===== src/rtl/led_toggler_n.sv =====
// led_toggler_n: per-channel debounced buttons driving LEDs in toggle/momentary/blink/off modes.
// Define LED_TOGGLER_SYNC_EN to insert a two-flop synchroniser on every button input.
module led_toggler_n #(
  parameter int CHANNELS        = 4,
  parameter int DEBOUNCE_CYCLES = 4,
  parameter int BLINK_HALF      = 8
) (
  input  logic                clk,
  input  logic                rst_n,
  input  logic [CHANNELS-1:0] btn,
  input  logic [1:0]          mode,
  output logic [CHANNELS-1:0] led,
  output logic [CHANNELS-1:0] press
);
  localparam int CW = $clog2(DEBOUNCE_CYCLES) < 1 ? 1 : $clog2(DEBOUNCE_CYCLES);
  localparam int BW = $clog2(BLINK_HALF);
  localparam logic [CW-1:0] CNT_LAST   = CW'(DEBOUNCE_CYCLES - 1);
  localparam logic [BW-1:0] BLINK_LAST = BW'(BLINK_HALF - 1);
  logic [CHANNELS-1:0] smp;
  logic [CHANNELS-1:0] db_q, db_d, tog_q, tog_d, press_q, press_d;
  logic [CW-1:0]       cnt_q [CHANNELS];
  logic [CW-1:0]       cnt_d [CHANNELS];
  logic [BW-1:0]       bcnt_q, bcnt_d;
  logic                phase_q, phase_d;
`ifdef LED_TOGGLER_SYNC_EN
  logic [CHANNELS-1:0] s1_q, s2_q;
  always_ff @(posedge clk or negedge rst_n)
    if (!rst_n) begin
      s1_q <= '0;
      s2_q <= '0;
    end else begin
      s1_q <= btn;
      s2_q <= s1_q;
    end
  assign smp = s2_q;
`else
  assign smp = btn;
`endif
  always_comb begin
    db_d    = db_q;
    tog_d   = tog_q;
    press_d = '0;
    for (int i = 0; i < CHANNELS; i++) begin
      cnt_d[i] = '0;
      if (smp[i] != db_q[i]) begin
        if (cnt_q[i] == CNT_LAST) begin
          db_d[i]    = smp[i];
          press_d[i] = smp[i];
          // toggle state only advances in the toggle and blink modes
          tog_d[i]   = tog_q[i] ^ (smp[i] & ~mode[0]);
        end else cnt_d[i] = cnt_q[i] + 1'b1;
      end
    end
    bcnt_d  = (bcnt_q == BLINK_LAST) ? '0 : bcnt_q + 1'b1;
    phase_d = phase_q ^ (bcnt_q == BLINK_LAST);
    led     = mode == 2'b00 ? tog_q :
              mode == 2'b01 ? db_q :
              mode == 2'b10 ? tog_q & {CHANNELS{phase_q}} : '0;
  end
  always_ff @(posedge clk or negedge rst_n)
    if (!rst_n) begin
      db_q    <= '0;
      tog_q   <= '0;
      press_q <= '0;
      bcnt_q  <= '0;
      phase_q <= 1'b0;
      for (int i = 0; i < CHANNELS; i++) cnt_q[i] <= '0;
    end else begin
      db_q    <= db_d;
      tog_q   <= tog_d;
      press_q <= press_d;
      bcnt_q  <= bcnt_d;
      phase_q <= phase_d;
      cnt_q   <= cnt_d;
    end
  assign press = press_q;
endmodule


===== config.mk =====
export PLATFORM = sky130hd
export DESIGN_NAME = led_toggler_n
export DESIGN_NICKNAME = d
export VERILOG_FILES = /design/src/rtl/led_toggler_n.sv
export SDC_FILE = /design/constraint.sdc
export NUM_CORES = 1
export LEC_CHECK = 0
export ABC_AREA = 0
export CAP_MARGIN = 30
export CORE_ASPECT_RATIO = 1.2
export CORE_MARGIN = 2
export CORE_UTILIZATION = 35
export DETAILED_ROUTE_END_ITERATION = 8
export GPL_TIMING_DRIVEN = 0
export PLACE_DENSITY = 0.59
export SYNTH_ARGS = -nofsm -noshare
export SYNTH_HDL_FRONTEND = slang
export SYNTH_SLANG_ARGS = --single-unit

===== constraint.sdc =====
create_clock -name clk -period 1.27 [get_ports clk]
set_input_delay 0.254 -clock clk [delete_from_list [all_inputs] [get_ports clk]]
set_output_delay 0.254 -clock clk [all_outputs]
set_load 0.02 [all_outputs]

# Word-level counts from Yosys, hierarchy flattened
# Index checks and enable logic that the tools add are counted.
# totals
wordCells	67
inputBits	8
output_inout_bits	8
ff_bits	24
# op_classes
reduce_logical	5
n_eq_ne	11
muxes	20
bitwise_logic	11
n_addsub	5
# ops
operator	n
$mux W2	8
$mux W4	3
$eq A2 B2 Y1 const B	5
$add A2 B1 Y2 const B	4
$mux W1	8
$reduce_and A2 Y1	4
$xor A1 B1 Y1	5
$and A1 B1 Y1	4
$and A4 B4 Y4	1
$ne A1 B1 Y1	4
$add A3 B1 Y3 const B	1
$eq A3 B3 Y1 const B	1
$mux W3	1
$eq A2 B1 Y1 const B	1
$logic_not A2 Y1	1
$not A1 Y1	1

# Longest topological paths before layout
# depth
word_depth	4
mapped_depth	3
ltp_nobuf	3

# Worst setup path before layout
# Ideal clock, no wire load.
# synth_timing
kind	input -> output
start	input mode[0]
end	output led[0]
path_stages	3
arrival_time_ns	0.847
slack_ns	0.169
cell_sequence	buf_6 -> mux2i_1 -> o2bb2ai_1
# synth_between
elab_chain_cells	4
word_cells_on_any_way	6
classes_between	eq/ne (2); mux (3); reduce/logical (1)
# synth_rtl
element	line	rtl
start: declaration	11	input logic [1:0] mode,
$eq A2 B2 Y1	58	mode == 2'b10 ? tog_q & {CHANNELS{phase_q}} : '0;
$mux W4	58	
$mux W4	57	mode == 2'b01 ? db_q :
$mux W4 (*)	56	led = mode == 2'b00 ? tog_q :
end: declaration	12	output logic [CHANNELS-1:0] led,
# Every way passes the cells marked *; elsewhere a longest branch is shown, timed or not.

# Worst setup path after layout
# layout_timing
start	register phase_q
end	output led[0]
# layout_between
elab_chain_cells	4
# layout_rtl
element	line	rtl
start: declaration	24	logic phase_q, phase_d;
start signal: assignment	73	phase_q <= phase_d;
$and A4 B4 Y4	58	
$mux W4	58	
$mux W4	57	
$mux W4	56	
# Every way passes these cells.

==> impl_metrics.py <==
metrics = {
    "status": {
        "status": "finished, violations left",
        "violations": "negative setup slack",
    },
    "floorplanning": {
        "rows": 21,
        "start_util_pct": 36.4,
        "coreArea_sq_mm": 0.00279,
        "die_x_microns": 53.2,
        "fp.dieH_microns": 63.0,
        "ios": 16,
        "die_area_sq_mm": 0.00335,
    },
    "clock_network": {
        "clock_path_buffers": 2,
        "clkTransAtPathRegs_ns": 0.13,
        "clk_latency_ns": 0.30,
        "postCtsHoldBufs": 0,
        "cts_made_buffers": 3,
        "cts.sinks": 24,
        "cts_htree_levels": 1,
        "tritoncts": "yes",
        "clockRootBuffer": "clkbuf_4",
    },
    "sta": {
        "max_freq_mhz": 710,
        "finalClockSkew_ns": 0.00307,
        "finalSetupViolCount": 4,
        "fin_crit_sh_pct": 111,
        "hold_viol": 0,
        "max-slew-margin-rel_pct": 62.1,
        "worst_slew_pin_slew_ns": 0.567,
        "rsz0062_at_grt": "true",
        "fin_ws_ns": -0.138,
        "fin_setup_tns_ns": -0.521,
        "whs_ns": 0.297,
        "fin_crit_ns": 1.41,
        "slew_violations": 0,
    },
    "setup_path": {
        "crit_path_max_fanout": 4,
        "crit_required_ns": 1.02,
        "crit_path_start_kind": "flip-flop",
        "path_class": "reg2out",
        "cp-end-kind": "primary output",
        "worstPathArrival_ns": 1.15,
    },
    "synthesis": {
        "synth_area_sq_mm": 0.00101,
        "synth_flop_cell": "dfrtp_1",
        "yosys_warnings": 0,
        "ys_seq_area_share_pct": 59.2,
        "synth-seq-cells": 24,
        "synth-edff-count": 0,
        "postSynthAreaPerCell_sq_um": 13.4,
        "ys_types": 16,
        "netlist_instances": 76,
        "syn_nets": 90,
        "async_reset_ff_share_pct": 100,
    },
    "detailed_routing": {
        "drt-met1-wl_microns": 710,
        "drt_iter0_drc": 8,
        "top_layer": "met4",
        "wire_per_inst_microns": 11.9,
        "viasPerCell": 4.67,
        "drc_errors": 0,
        "firstDrtPassIters": 2,
        "detail-route-antenna-nets": 0,
        "wl_met3_microns": 71,
        "wl_met2_microns": 890,
        "routed_wl_mm": 1.69,
        "num_vias": 663,
    },
    "placed_design": {
        "dpl.hpwl_mm": 1.14,
        "dp.cells": 125,
        "portBuffers": 14,
        "gp_congestion": 0.625,
    },
    "power": {
        "seqPwrFrac_pct": 44.6,
        "peakVddDrop_uv": 650,
        "p_leak_nw": 0.693,
        "internal_power_mw": 1.74,
        "swShare_pct": 30.9,
        "powerDensity_mw_per_mm2": 1830,
        "netSwitchingPower_mw": 0.775,
        "p_comb_share_pct": 39.8,
        "p_clk_share_pct": 15.6,
        "finalPower_mw": 2.51,
    },
    "layout": {
        "drive_above_1_share_pct": 32.4,
        "fin_nets": 123,
        "fin_util_pct": 49.3,
        "area_growth_pct": 35.4,
        "layout.cells.non_filler": 142,
        "num_antenna_cells": 0,
    },
    "grt": {
        "overflow": 0,
        "grt_usage_pct": 11.6,
        "grt_pass1_wl_mm": 2.86,
        "grt_max_degree": 14,
        "grt_pass1_vias": 667,
        "antenna_found_initial": 0,
    },
    "run": {
        "max-cap-violations": 0,
    },
    "min_path": {
        "hp-class": "in2async",
    },
}
repair_timing:
action                                  CTS  global route
endpoints found under the setup margin    8             7
endpoints found under the hold margin     0             0
resized for setup                        33             7
pin swaps                                 0             1
buffers inserted                          9             4
state kept, by name, summed over array words and instances (netlist names):
name and flops:
tog_q 4, db_q 4, phase_q 1, cnt_q 8
bcnt_q 3, press 4
critical path, stage by stage, from the launching register on:
cell,delay [ns]
dfrtp_1,0.36
nor2b_4,0.22
o2bb2ai_2,0.14
buf_6,0.14
cells by family after synthesis:
family          Yosys count  share of synthesized area, %
fa+ha+maj                 6                          7.40
simple gates             21                          13.4
flops                    24                          59.2
buf+inv                   4                          2.22
compound gates            7                          4.93
mux                       5                          5.06
xor+xnor                  9                          7.77
per-layer routing:
layer | GRT usage [%] | vias to the layer above
li1 | - | 325
met1 | 14.2 | 327
met2 | 19.1 | 9
met3 | 2.15 | 2
met4 | 5.77 | 0
met5 | 0 | -
worst paths after layout:
kind | from | to | slack [ns] | cells after the start
min in group clk | bcnt_q[0]$_DFF_PN0_ | bcnt_q[0]$_DFF_PN0_ | 0.44 | 1
max | phase_q$_DFF_PN0_ | led[0] | -0.14 | 3
min reg2reg | bcnt_q[0]$_DFF_PN0_ | bcnt_q[0]$_DFF_PN0_ | 0.44 | 1
max in group asynchronous | rst_n | db_q[2]$_DFFE_PN0P_ | 0.49 | 2
min | rst_n | bcnt_q[0]$_DFF_PN0_ | 0.30 | 1
max reg2reg | cnt_q[2]$_DFF_PN0_ | tog_q[2]$_DFFE_PN0P_ | 0.13 | 3
stage by stage:
stage	area (sq um)	setup WS [ns]
after global placement	1200	-0.552
after floorplan	1010	0.169
final	1370	-0.138
after CTS	1340	-0.204
after global routing	1370	-0.208
after detailed placement	1210	-0.552
power groups by stage:
stage	sequential [mW]	combinational (mW)	clock, mW
2_1_floorplan	1.17	0.441	0
3_3_place_gp	1.19	0.624	0
3_5_place_dp	1.21	0.647	0
4_1_cts	1.14	0.914	0.414
5_1_grt	1.15	1.13	0.441
6_report	1.12	1.00	0.391
layout make-up:
type / count / area [sq um]
multi-input cells: 48 / 424
plain buffers: 1 / 11.3
fillers: 275 / 1410
well taps: 34 / 42.5
inverters: 3 / 11.3
repair buffers: 28 / 248
clock buffers: 4 / 36.3
flip-flops and latches: 24 / 601
cells in the mapped netlist, types with 3 or more instances:
cell,instances,area (sq um)
o2bb2ai_1,4,35.0
ha_1,6,75.1
nor3_1,4,20.0
nor2_1,4,15.0
dfrtp_1,24,601
xnor2_1,4,35.0
and4bb_2,4,50.1
inv_1,3,11.3
nand2_1,3,11.3
o21ai_0,3,15.0
mux2i_1,4,40.0
xor2_1,5,43.8
nor2b_1,5,31.3
cell usage in the layout, fill, tap and decap left out:
master,Yosys,final
xor2_1,5,5
clkdlybuf4s50_1,0,6
inv_1,3,3
mux2i_1,4,4
nor2b_1,5,4
nor2_1,4,4
ha_1,6,6
clkdlybuf4s15_1,0,2
o2bb2ai_2,0,4
clkbuf_8,0,1
dfrtp_1,24,24
buf_8,0,1
nor3_1,4,4
o21ai_0,3,3
and3b_1,1,1
mux2_2,1,1
nor2b_4,0,1
nand2_1,3,3
buf_6,1,5
and4bb_2,4,4
clkbuf_4,0,3
clkbuf_2,0,2
xnor2_1,4,4
buf_4,0,13
Note: power is estimated with default switching activity, not from simulation.
